**config.mk**
```make
export PLATFORM = sky130hd
export DESIGN_NAME = input_debouncer
export DESIGN_NICKNAME = d
export VERILOG_FILES = /design/src/rtl/input_debouncer.sv
export SDC_FILE = /design/constraint.sdc
export NUM_CORES = 1
export LEC_CHECK = 0
export ABC_AREA = 1
export CORE_AREA = 2 2 39 41
export CTS_BUF_LIST = sky130_fd_sc_hd__clkbuf_4
export CTS_CLUSTER_SIZE = 16
export DETAILED_ROUTE_END_ITERATION = 10
export DIE_AREA = 0 0 41 43
export GPL_TIMING_DRIVEN = 0
export PLACE_DENSITY = 0.76
export SYNTH_ARGS = -nofsm -noshare
export SYNTH_HDL_FRONTEND = slang
export SYNTH_SLANG_ARGS = --single-unit
```
**constraint.sdc**
```tcl
create_clock -name clk -period 1.9 [get_ports clk]
set_clock_uncertainty 0.05 [all_clocks]
set_input_delay 0.38 -clock clk [delete_from_list [all_inputs] [get_ports clk]]
set_output_delay 0.38 -clock clk [all_outputs]
set_load 0.01 [all_outputs]
```
**src/rtl/input_debouncer.sv**
```systemverilog
// ============================================================================
// Module   : input_debouncer
// Purpose  : Synchronizes a raw asynchronous level (switch/button) into the
//            clk domain and accepts a new level only after it has been seen on
//            STABLE_CYCLES consecutive rising edges. Emits one-cycle rise/fall
//            pulses when the debounced level changes.
// Ports    : clk  - single clock, all state updates on the rising edge
//            clrn - asynchronous, active-low reset
//            d_in - raw asynchronous input level
//            q    - debounced, synchronized level (registered)
//            rise - one-cycle registered pulse on q 0->1
//            fall - one-cycle registered pulse on q 1->0
//            busy - high while a candidate level change is being qualified
// Config   : `define INPUT_DEBOUNCER_SYNC3_EN selects a 3-stage synchronizer
//            (adds one cycle of latency); undefined selects 2 stages.
// Revision : 1.0 - initial release
// ============================================================================
`default_nettype none

module input_debouncer #(
  parameter int STABLE_CYCLES = 4,   // legal range 2..65535
  parameter int CNT_W         = 16   // must hold STABLE_CYCLES-1
) (
  input  logic clk,
  input  logic clrn,
  input  logic d_in,
  output logic q,
  output logic rise,
  output logic fall,
  output logic busy
);

`ifdef INPUT_DEBOUNCER_SYNC3_EN
  localparam int SYNC_STAGES = 3;
`else
  localparam int SYNC_STAGES = 2;
`endif

  localparam logic [CNT_W-1:0] CNT_LAST = CNT_W'(STABLE_CYCLES - 1);
  localparam logic [CNT_W-1:0] CNT_ONE  = CNT_W'(1);

  localparam logic [1:0] IDLE_LOW  = 2'd0;
  localparam logic [1:0] WAIT_HIGH = 2'd1;
  localparam logic [1:0] IDLE_HIGH = 2'd2;
  localparam logic [1:0] WAIT_LOW  = 2'd3;

  // --------------------------------------------------------------------------
  // Synchronizer chain; s is the only signal the FSM ever looks at.
  // --------------------------------------------------------------------------
  logic [SYNC_STAGES-1:0] sync_q;
  logic                   s;

  always_ff @(posedge clk or negedge clrn) begin
    if (!clrn) begin
      sync_q <= '0;
    end else begin
      sync_q <= {sync_q[SYNC_STAGES-2:0], d_in};
    end
  end

  assign s = sync_q[SYNC_STAGES-1];

  // --------------------------------------------------------------------------
  // Qualification FSM. cnt counts edges at which s has held the candidate
  // level; entering a WAIT state already counts the first such edge, so the
  // change is accepted on the STABLE_CYCLES-th consecutive edge.
  // --------------------------------------------------------------------------
  logic [1:0]       state_q, state_d;
  logic [CNT_W-1:0] cnt_q, cnt_d;

  always_comb begin
    state_d = state_q;
    cnt_d   = '0;
    case (state_q)
      IDLE_LOW: begin
        if (s) begin
          state_d = WAIT_HIGH;
          cnt_d   = CNT_ONE;
        end
      end
      WAIT_HIGH: begin
        if (!s) begin
          state_d = IDLE_LOW;
        end else if (cnt_q < CNT_LAST) begin
          cnt_d = cnt_q + CNT_ONE;
        end else begin
          state_d = IDLE_HIGH;
        end
      end
      IDLE_HIGH: begin
        if (!s) begin
          state_d = WAIT_LOW;
          cnt_d   = CNT_ONE;
        end
      end
      WAIT_LOW: begin
        if (s) begin
          state_d = IDLE_HIGH;
        end else if (cnt_q < CNT_LAST) begin
          cnt_d = cnt_q + CNT_ONE;
        end else begin
          state_d = IDLE_LOW;
        end
      end
      default: begin
        state_d = IDLE_LOW;
      end
    endcase
  end

  always_ff @(posedge clk or negedge clrn) begin
    if (!clrn) begin
      state_q <= IDLE_LOW;
      cnt_q   <= '0;
    end else begin
      state_q <= state_d;
      cnt_q   <= cnt_d;
    end
  end

  // --------------------------------------------------------------------------
  // Outputs. q is a dedicated flop (decoded from the next state) so that
  // downstream logic sees a clean register output rather than a state decode.
  // Pulses compare the next level against the current one, so they assert on
  // the same edge at which q changes and last exactly one cycle.
  // --------------------------------------------------------------------------
  logic q_q, q_d;
  logic rise_q, fall_q;

  assign q_d = (state_d == IDLE_HIGH) || (state_d == WAIT_LOW);

  always_ff @(posedge clk or negedge clrn) begin
    if (!clrn) begin
      q_q    <= 1'b0;
      rise_q <= 1'b0;
      fall_q <= 1'b0;
    end else begin
      q_q    <= q_d;
      rise_q <= q_d & ~q_q;
      fall_q <= ~q_d & q_q;
    end
  end

  assign q    = q_q;
  assign rise = rise_q;
  assign fall = fall_q;
  assign busy = (state_q == WAIT_HIGH) || (state_q == WAIT_LOW);

endmodule

`default_nettype wire

```
# Yosys cells after proc, flatten, opt, wreduce, memory -nomap -nowiden
# Index checks and enable logic that the tools add are counted.
[totals]
regBits = 23
inputBits = 3
output_inout_bits = 4
[op_classes]
add_sub_neg = 1
order_cmp = 1
n_eq_ne = 5
mux = 13
bitwise_logic = 4
n_reduce_logical = 3
[op_table]
columns = ["cell", "n"]
rows = [
  ["one-hot mux 16 bit (4 select lines)", 1],
  ["two-way mux 16 bit", 3],
  ["adder 16 x 1 -> 16 bit, second input constant", 1],
  ["< comparator 16 x 2 -> 1 bit, second input constant", 1],
  ["two-way mux 2 bit", 6],
  ["equality test 2 bit, second input constant", 4],
  ["one-hot mux 2 bit (4 select lines)", 1],
  ["AND 1 bit", 2],
  ["equality test 2 x 1 -> 1 bit, second input constant", 1],
  ["logical NOT 2 bit", 1],
  ["logical OR 1 bit", 2],
  ["two-way mux 1 bit", 2],
  ["NOT 1 bit", 2],
]

# Logic depth before layout (Yosys ltp)
# Gate-level depths: netlist of run 1.
[depth]
word_depth = 8
ltp_mapped = 8
mapped_depth_nobuf = 8

# Worst setup path before layout of run 1
# Ideal clock, no wire load.
[synth_timing]
path_kind = "reg2reg"
from = "reg cnt_q[0]"
to = "reg cnt_q[0]"
setup_time_ns = 0.071
t_arrival_ns = 1.029
required_ns = 1.779
setup_slack_ns = 0.750
path_stages_with_launch = 9
n_path_buf = 0
synth_period_minus_slack_ns = 1.150
path_cell_list = "dfrtp_1 -> ha_1 -> inv_1 -> nand2_1 -> nor2_1 -> nand2_1 -> nand2_2 -> nand2_1 -> nor2_1"
[synth_via]
elab_chain_cells = 4
word_cells_on_any_way = 6
classes_between = "add/sub: 1; order compare: 1; mux: 4"
[synth_lines]
columns = ["item", "line", "text"]
rows = [
  ["start, declared", "69", "logic [CNT_W-1:0] cnt_q, cnt_d;"],
  ["start signal, assigned", "117", "cnt_q <= cnt_d;"],
  ["adder 16 x 1 -> 16 bit or < comparator 16 x 2 -> 1 bit (tied branches)", "n/a", ""],
  ["two-way mux 16 bit *", "84, 99", ""],
  ["two-way mux 16 bit, on equally long branches", "97, 82", ""],
  ["one-hot mux 16 bit (4 select lines) *", "74", "case (state_q)"],
  ["named net cnt_d[0]", "69", ""],
]
# Mark *: on every way through the listed nets, which the timed path passes. The rest lies on a longest branch.

# Worst setup path after layout of run 1
[layout_timing]
from = "reg state_q[0]"
to = "out busy"
[layout_via]
elab_chain_cells = 2
word_cells_on_any_way = 3
classes_between = "eq/ne: 2; reduce/logical: 1"
[layout_lines]
columns = ["item", "line", "text"]
rows = [
  ["start, declared", "68", "logic [1:0] state_q, state_d;"],
  ["start signal, assigned", "116", "state_q <= state_d;"],
  ["equality test 2 x 1 -> 1 bit or equality test 2 bit (tied branches)", "147", "assign busy = (state_q == WAIT_HIGH) || (state_q == WAIT_LOW);"],
  ["logical OR 1 bit *", "147", ""],
  ["end, declared", "30", "output logic busy"],
]
# Mark *: on every way between the ends. The rest lies on a longest branch, timed or not.

==> results of run 1 <==
## layer usage
layer / vias to the layer above / wire length [um] / track usage
met1: 185 / 307 / 0.177
met2: 5 / 520 / 0.225
met3: 2 / 27 / 0.0471
met4: 0 / 12 / 0.100
met5: - / 0 / 0
li1: 204 / - / -
## power groups by stage
| stage | Clock, W | Sequential, W | Combinational (W) |
|---|---|---|---|
| after floorplan | 0 | 0.000572 | 0.0000856 |
| after global placement | 0 | 0.000565 | 0.000174 |
| after detailed placement | 0 | 0.000568 | 0.000181 |
| after CTS | 0.000211 | 0.000559 | 0.000182 |
| after global routing | 0.000227 | 0.000566 | 0.000200 |
| final | 0.000201 | 0.000558 | 0.000179 |
## through the flow
stage,setup slack (ns),area (sq um),instances,hold slack [ns]
after global routing,0.0405,861,96,0.343
final,0.114,861,96,0.329
after detailed placement,0.308,835,92,0.290
after CTS,0.103,861,96,0.341
after floorplan,0.750,754,70,0.0344
after global placement,0.357,835,92,0.284
## critical path, delay by kind of cell, from the launching register on
kind	cells	cell delay, ns
buffers and inverters	2	0.64
flip-flops	1	0.43
## registers in the layout, indices dropped and copies added (netlist names)
name and cells:
state_q 1, q 1, sync_q 2, cnt_q 16, rise 1, fall 1
## final cells by class
| type | count | area share |
|---|---|---|
| Clock buffer | 3 | 0.0262 |
| Clock inverter | 1 | 0.00436 |
| Inverter | 4 | 0.0174 |
| Buffer | 1 | 0.00436 |
| Tap cell | 16 | 0.0233 |
| Timing Repair Buffer | 6 | 0.0698 |
| Sequential cell | 22 | 0.640 |
| Multi-Input combinational cell | 43 | 0.215 |
## path summary, 6_finish.rpt
kind	start	endpoint	slack [ns]	depth (start not counted)
min	sync_q[0]$_DFF_PN0_	sync_q[1]$_DFF_PN0_	0.33	0
max	state_q[0]$_DFF_PN0_	busy	0.11	2
min in group asynchronous	clrn	state_q[0]$_DFF_PN0_	0.53	1
max in group asynchronous	clrn	cnt_q[8]$_DFF_PN0_	0.73	1
max reg2reg	cnt_q[0]$_DFF_PN0_	cnt_q[0]$_DFF_PN0_	0.62	8
min reg2reg	sync_q[0]$_DFF_PN0_	sync_q[1]$_DFF_PN0_	0.33	0
## kinds of logic (layout without fill, tap and decap cells)
kind of cell               after synthesis  count (layout)  synth area share
DFF                                     22              22             0.780
other                                    1              14           0.00531
buffers and inverters                    5              15            0.0266
adders and majority gates                1               1            0.0177
and+or+nand+nor                         28              28             0.170
## synth_stat cells
library cell / count / area (sq um)
sky130_fd_sc_hd__dfrtp_1: 22 / 551
sky130_fd_sc_hd__nand2_1: 12 / 45.0
sky130_fd_sc_hd__nor2_1: 12 / 45.0
sky130_fd_sc_hd__inv_1: 4 / 15.0
sky130_fd_sc_hd__clkbuf_1: 1 / 3.75
sky130_fd_sc_hd__conb_1: 1 / 3.75
sky130_fd_sc_hd__ha_1: 1 / 12.5
sky130_fd_sc_hd__nand2_2: 1 / 6.26
sky130_fd_sc_hd__nand3_1: 1 / 5.00
sky130_fd_sc_hd__nor3b_2: 1 / 12.5
sky130_fd_sc_hd__or2_1: 1 / 6.26
==> run summary, run 1 <==
The cell with the largest stage delay on the worst path was sky130_fd_sc_hd__clkdlybuf4s50_1. After synthesis, the mean cell area works out to 12.4 sq um. Using the TritonRoute via totals, the vias-per-cell ratio works out to 4.13. Clock latency on the worst-skew pair, taken at its later pin, is 0.29 ns. The headroom to the max-slew limit is 0.400, and the share of power burned in the clock network is 0.215. The run gives 1380 sq um as the placeable core region.

The congestion estimate from routability-driven global placement came to 0.665. Setup repair after global routing left no endpoint under its margin. The maximum net fanout on the critical path works out to 5. The floorplan has 14 rows.

The first global-routing pass estimated 1640 um of wire. The count of hold-fix buffers inserted at cts was 0; the leakage component of the power was 0.433 nW. The clock passes through at most 2 buffers. The fraction of layout instances using a drive strength above 1 is 0.0625. The kind of end point of the critical path is an output pin.

At the worst endpoint, the arrival time is 1.36 ns. Compared with the post-synthesis result, the final layout area differs by 22.0%. The placed wire-length estimate after detailed placement came out at 610 um. The routed layout has 396 vias.

The sequential share of power is 0.595. The net switching power figure was 0.000249 W. Counting distinct cell types in the post-synthesis netlist gives 11. The number of slew-limit violations in the final report came out at 0.

After detailed routing, the total wire length is 867 um. The deepest level of the CTS H-tree was 1. The most common library cell in the layout ignoring fill and taps was sky130_fd_sc_hd__dfrtp_1.

The logs give 23 for the largest net degree at the start of global routing and 112 for the fill cell instance count of the final layout. The tools report the I/O pin count as 7. In this run the remaining antenna-violating nets after routing total 0. The flow ran to the end, and the final reports show no timing, DRC or antenna violations. For the total congestion overflow, the log shows 0. The tool flagged a number of max-cap violations equal to 0. STA puts the critical path data required time at 1.47 ns.

The floorplan die width was 41 um. The largest single stage delay on the critical path is 0.53 ns. Setup violations remaining at the end of the flow were counted as 0. TritonCTS built the clock tree. The time the final worst path needs with I/O delays and setup works out to 1.79 ns. Clock-pin slew was measured on the worst setup and hold paths at 0.11 ns. The number of antenna diodes in the final layout is 0.

The run gives 185 sq um as the multi-input gate area in the final layout. The post-layout total power is 0.000939 W, and the area of the die is 1760 sq um. The portion of the post-synthesis area used by sequential elements was 0.780. The combinational share of power was 0.191; the number of warning messages in the yosys log was 0. The final core utilization was 0.622.

For this run, design rule violations remaining after detail routing come to 0. For this run, the detailed router's first-pass iteration total came to 4. Walking the worst path, the cells encountered are clkbuf_1 -> clkdlybuf4s50_1.

Power spread over the standard cell area amounts to 1090 nW/um^2. The routed wirelength normalized by instance count came out at 9.03 um. The number of antenna violations at the first check in global routing came out at 0.

The worst-case IR drop observed on VDD is 0.000608 V. The run gives 0.510 as the starting density of the core. The tools report the via count of the first global-routing pass as 399. In the synthesized netlist, the number of instances is 57.

Vertical die dimension: 43 um. The total routing resource utilization after global routing came out at 0.151. The register bit count reported by yosys is 22, and the number of setup buffers added after CTS is 0. The internal portion of the total power is 0.000689 W. Timing would allow up to 560 MHz.

The tightest min-delay check is of the reg -> reg type. Gates resized during post-CTS repair numbered 0. The count of endpoints failing hold in the final timing report came out at 0.

The clock sink count came out at 22. The startpoint-to-endpoint class of the critical path was reg -> out. Number of buffer cells added on primary ports: 6.

The period utilization is 0.940. The library cells used most frequently in the layout, excluding fill and tap cells, are sky130_fd_sc_hd__dfrtp_1 (22), sky130_fd_sc_hd__conb_1 (14), sky130_fd_sc_hd__nand2_1 (12), sky130_fd_sc_hd__nor2_1 (12), sky130_fd_sc_hd__clkdlybuf4s50_1 (6). Adding up every negative setup slack in the final design gives 0 ns.

The number of clock buffers added by TritonCTS is 3. The net count of the finished layout is 85. Summing every instance area after synthesis gives 706 sq um. STA classifies the critical path startpoint as a flop. The logs give 551 sq um for the storage element area and 3 for the first-iteration detailed-routing DRC count. The cell sitting at the root of the clock tree is a sky130_fd_sc_hd__clkbuf_4. The switching share of total power was 0.265. At the pin with the least slew margin, the transition time is 0.897 ns.
Power figures use the tool's default switching activity.
==> inputs of run 2 (changes only) <==
--- a/config.mk
+++ b/config.mk
@@ -5,14 +5,13 @@
 export SDC_FILE = /design/constraint.sdc
 export NUM_CORES = 1
 export LEC_CHECK = 0
-export ABC_AREA = 1
 export CORE_AREA = 2 2 39 41
 export CTS_BUF_LIST = sky130_fd_sc_hd__clkbuf_4
 export CTS_CLUSTER_SIZE = 16
 export DETAILED_ROUTE_END_ITERATION = 10
 export DIE_AREA = 0 0 41 43
 export GPL_TIMING_DRIVEN = 0
-export PLACE_DENSITY = 0.76
+export PLACE_DENSITY = 0.78
 export SYNTH_ARGS = -nofsm -noshare
 export SYNTH_HDL_FRONTEND = slang
 export SYNTH_SLANG_ARGS = --single-unit
==> run 2 against run 1 <==
  * Final area increased by 2.3%
  * Cell count decreased by 18%
  * First-iteration DRC count stayed put
  * Die area unchanged
  * Critical path type unchanged
  * Highest routed layer is now met3
==> run summary, run 2 <==
The top register by number of flip-flops is cnt_q. The post-CTS resize count was 0 (unchanged); the register bit count reported by yosys was 22 (unchanged). The run gives 23 (unchanged) as the largest net degree at the start of global routing. The count of endpoints failing hold in the final timing report is 0 (unchanged). The worst hold path terminates at sync_q[1]$_DFF_PN0_. Ranked by instance count, the synthesized netlist is headed by sky130_fd_sc_hd__dfrtp_1 (22), sky130_fd_sc_hd__nand2_1 (3), sky130_fd_sc_hd__nor4_4 (3), sky130_fd_sc_hd__and3b_1 (2).

For the wire length of the first global-routing pass, the log shows 1460 um (-11%). The floorplan die width is 41 um (unchanged). The total iterations of the first detailed-routing run was 4 (unchanged); the ratio of routed vias to standard cells was 4.43 (+7.4%). The number of flip-flops under the largest register name works out to 16 (unchanged). The time the final worst path needs with I/O delays and setup is 1.78 ns (-0.00915 ns), and the final core utilization is 0.637 (+0.0145). The vertical die dimension is 43 um (unchanged), and the placeable core region is 1380 sq um (unchanged). The period utilization is 0.935 (-0.00482), and the number of antenna violations at the first check in global routing is 0 (unchanged). TritonCTS built the clock tree.

Routability congestion estimate from global placement: 0.669 (+0.69%). The count of flip-flops with a built-in enable after synthesis was 0 (unchanged). The sum of negative setup slack is 0 ns (unchanged), and the total power density per cell area is 1090 nW/um^2 (-0.26%). Setup repair after global routing left no endpoint under its margin. Startpoint-to-endpoint class of the critical path: reg -> out. In the layout the commonest cells are sky130_fd_sc_hd__dfrtp_1 (22), sky130_fd_sc_hd__conb_1 (14), sky130_fd_sc_hd__clkdlybuf4s50_1 (6). The aggregate routed wire length is 861 um (-0.69%).

The count of vias placed by the detailed router came out at 350 (-12%). Post-detailed-route count of antenna-violating nets: 0 (unchanged). The total congestion overflow was 0 (unchanged); the first-iteration detailed-routing DRC count was 3 (unchanged). The most common library cell in the layout ignoring fill and taps is sky130_fd_sc_hd__dfrtp_1. The mean cell area of the mapped netlist is 17.8 sq um (+44%). The run gives 563 MHz (+0.52%) as the top achievable clock speed.

For the summed instance area of the synthesized netlist, the log shows 729 sq um (+3.4%). The worst setup path is captured at an output pin. The largest buffer count on any clock path was 2 (unchanged); the routed wirelength normalized by instance count was 10.9 um (+21%). The count of hold-fix buffers inserted at cts is 0 (unchanged), and the post-synthesis cell type count is 15 (+4).

I/O pin count: 7 (unchanged). The logs give 69 (-19%) for the number of nets in the layout and 551 sq um (unchanged) for the storage element area. The fill cell instance count of the final layout is 113 (+0.89%), and the worst reg2reg path depth is 4 (-4). The tools report the leakage component of the power as 0.400 nW (-7.7%). Fraction of layout instances using a drive strength above 1: 0.127 (+0.0645). The proportion of netlist area held by the largest area contributor works out to 0.755 (-0.0254). The worst hold path begins at sync_q[0]$_DFF_PN0_.

The floorplan row count was 14 (unchanged); the cell count of the worst hold path was 0 (unchanged). The logs give 0 (unchanged) for the number of max-cap violations and 0.000611 V (+0.41%) for the peak supply drop. The run gives 0 (unchanged) as the number of slew-limit violations in the final report. The maximum net fanout on the critical path is 4 (-1).

The tools report the type of element launching the critical path as a flop. The tools report the portion of the post-synthesis area used by sequential elements as 0.755 (-0.0254). The run gives 1.35 ns (about the same) as the arrival time reported for the critical path endpoint. The clock buffer count from CTS was 3 (unchanged); the relative area change from synthesis to final layout was 20.8%.

The post-layout total power is 0.000958 W (+2.1%). The tools report the multi-input gate area in the final layout as 220 sq um (+19%). The total routing resource utilization after global routing is 0.130 (-0.0201), and the count of final setup violators is 0 (unchanged). The share of flip-flops with an asynchronous set or reset is 1.00 (unchanged).

The clock latency reported for the late side of the worst-skew pair is 0.29 ns (about the same). The run gives 1 (unchanged) as the deepest level of the CTS H-tree. Number of setup buffers added after CTS: 0 (unchanged).

The startpoint identified for the worst register-to-register timing path is cnt_q[0]$_DFF_PN0_. Among all cell types in the netlist, the one instantiated most often is sky130_fd_sc_hd__dfrtp_1. For this run, the leading register cell type out of synthesis is sky130_fd_sc_hd__dfrtp_1.

The tools report the headroom to the max-slew limit as 0.402 (+0.00167). The total DRC errors in the routed layout is 0 (unchanged), and the number of antenna cells inserted is 0 (unchanged). The run finished with clean final reports.

The via count of the first global-routing pass was 339 (-15%); the placed wire-length estimate after detailed placement was 656 um (+7.5%). The number of buffer cells added on primary ports came out at 6 (unchanged). The capturing point of the worst reg2reg path is q$_DFF_PN0_. Top cell type by total area after synthesis: sky130_fd_sc_hd__dfrtp_1. The required time at the endpoint of the critical path was 1.47 ns (about the same). The run gives 0.527 (+0.0172) as the starting density of the core. The clock sink count was 22 (unchanged). The run gives 1760 sq um (unchanged) as the area of the die. The slew of the pin with the lowest slew margin is 0.894 ns (-0.00250 ns). The tools report the reg-to-reg setup timing slack as 0.37 ns (-0.25 ns). The cell chosen for the clock root was sky130_fd_sc_hd__clkbuf_4. Sorting the synthesized cells by area gives the leading types as sky130_fd_sc_hd__dfrtp_1 (75%), sky130_fd_sc_hd__nor4_4 (8.7%), sky130_fd_sc_hd__and3b_1 (2.4%), sky130_fd_sc_hd__a41oi_2 (2.2%), sky130_fd_sc_hd__mux2_4 (2.1%). In the final layout, the registers with the most flip-flops are cnt_q: 16 flops, sync_q: 2 flops. The class of the most critical hold timing path is reg -> reg. The number of warning messages in the yosys log is 0 (unchanged), and the synthesized netlist cell count is 41 (-28%). The clock slew seen by the registers of the worst setup and hold paths works out to 0.10 ns (about the same).
-- run 2: cell count changes after synthesis, sizes merged, moves of 2 or more --
cell and change:
and3b +2, inv -3, nor4 +4, nand2 -10, nor2 -11
-- run 2: power breakdown --
part	internal [W]	switching (W)	leakage (nW)
registers	0.000525	0.0000463	0.265
clock network	0.0000737	0.000119	0.0138
logic	0.000111	0.0000832	0.122
total	0.000710	0.000248	0.400
-- run 2: cell type report --
cell class,count,share of cell area
Tap cell,16,0.0227
Multi-Input combinational cell,30,0.250
Sequential cell,22,0.625
Inverter,1,0.00426
Timing Repair Buffer,6,0.0682
Clock buffer,3,0.0256
Buffer,1,0.00426
-- run 2: worst max path at each step --
stage                              start            endpoint  depth (start not counted)
CTS                 state_q[0]$_DFF_PN0_                busy                          2
global placement                    clrn  cnt_q[4]$_DFF_PN0_                          1
finish              state_q[0]$_DFF_PN0_                busy                          2
floorplan             cnt_q[0]$_DFF_PN0_         q$_DFF_PN0_                          4
global route        state_q[0]$_DFF_PN0_                busy                          2
detailed placement                  clrn  cnt_q[3]$_DFF_PN0_                          1
-- run 2: logic make-up (layout without fill, tap and decap cells) --
kind of cell	Yosys count	after routing	share of synthesized area
adders and majority gates	1	1	0.0171
xor gates and xnor gates	1	1	0.0120
muxes	1	1	0.0206
DFF	22	22	0.755
AOI/OAI and AO/OA	2	2	0.0326
other	1	14	0.00514
buffers and inverters	2	11	0.0103
and+or+nand+nor	11	11	0.148
-- run 2: stage by stage --
stage          hold slack [ns]  setup slack [ns]  instances  instance area [sq um]
2_1_floorplan           0.0344             0.492         54                    778
3_3_place_gp             0.284             0.341         76                    858
3_5_place_dp             0.292             0.306         76                    858
4_1_cts                  0.317             0.100         79                    881
5_1_grt                  0.332            0.0448         79                    881
6_report                 0.314             0.123         79                    881
-- run 2: critical path, cell delays in order, from the launching register on --
cell	delay [ns]
sky130_fd_sc_hd__dfrtp_1	0.42
sky130_fd_sc_hd__clkbuf_1	0.11
sky130_fd_sc_hd__clkdlybuf4s50_1	0.53
-- run 2: layer usage --
metal | part of all wire | up-vias | track usage | wire length [um]
met2 | 0.56 | 5 | 0.178 | 479
met3 | 0.036 | 0 | 0.0314 | 31
met4 | 0 | 0 | 0.0800 | 0
met1 | 0.41 | 175 | 0.183 | 350
li1 | - | 170 | - | -
met5 | 0 | - | 0 | 0
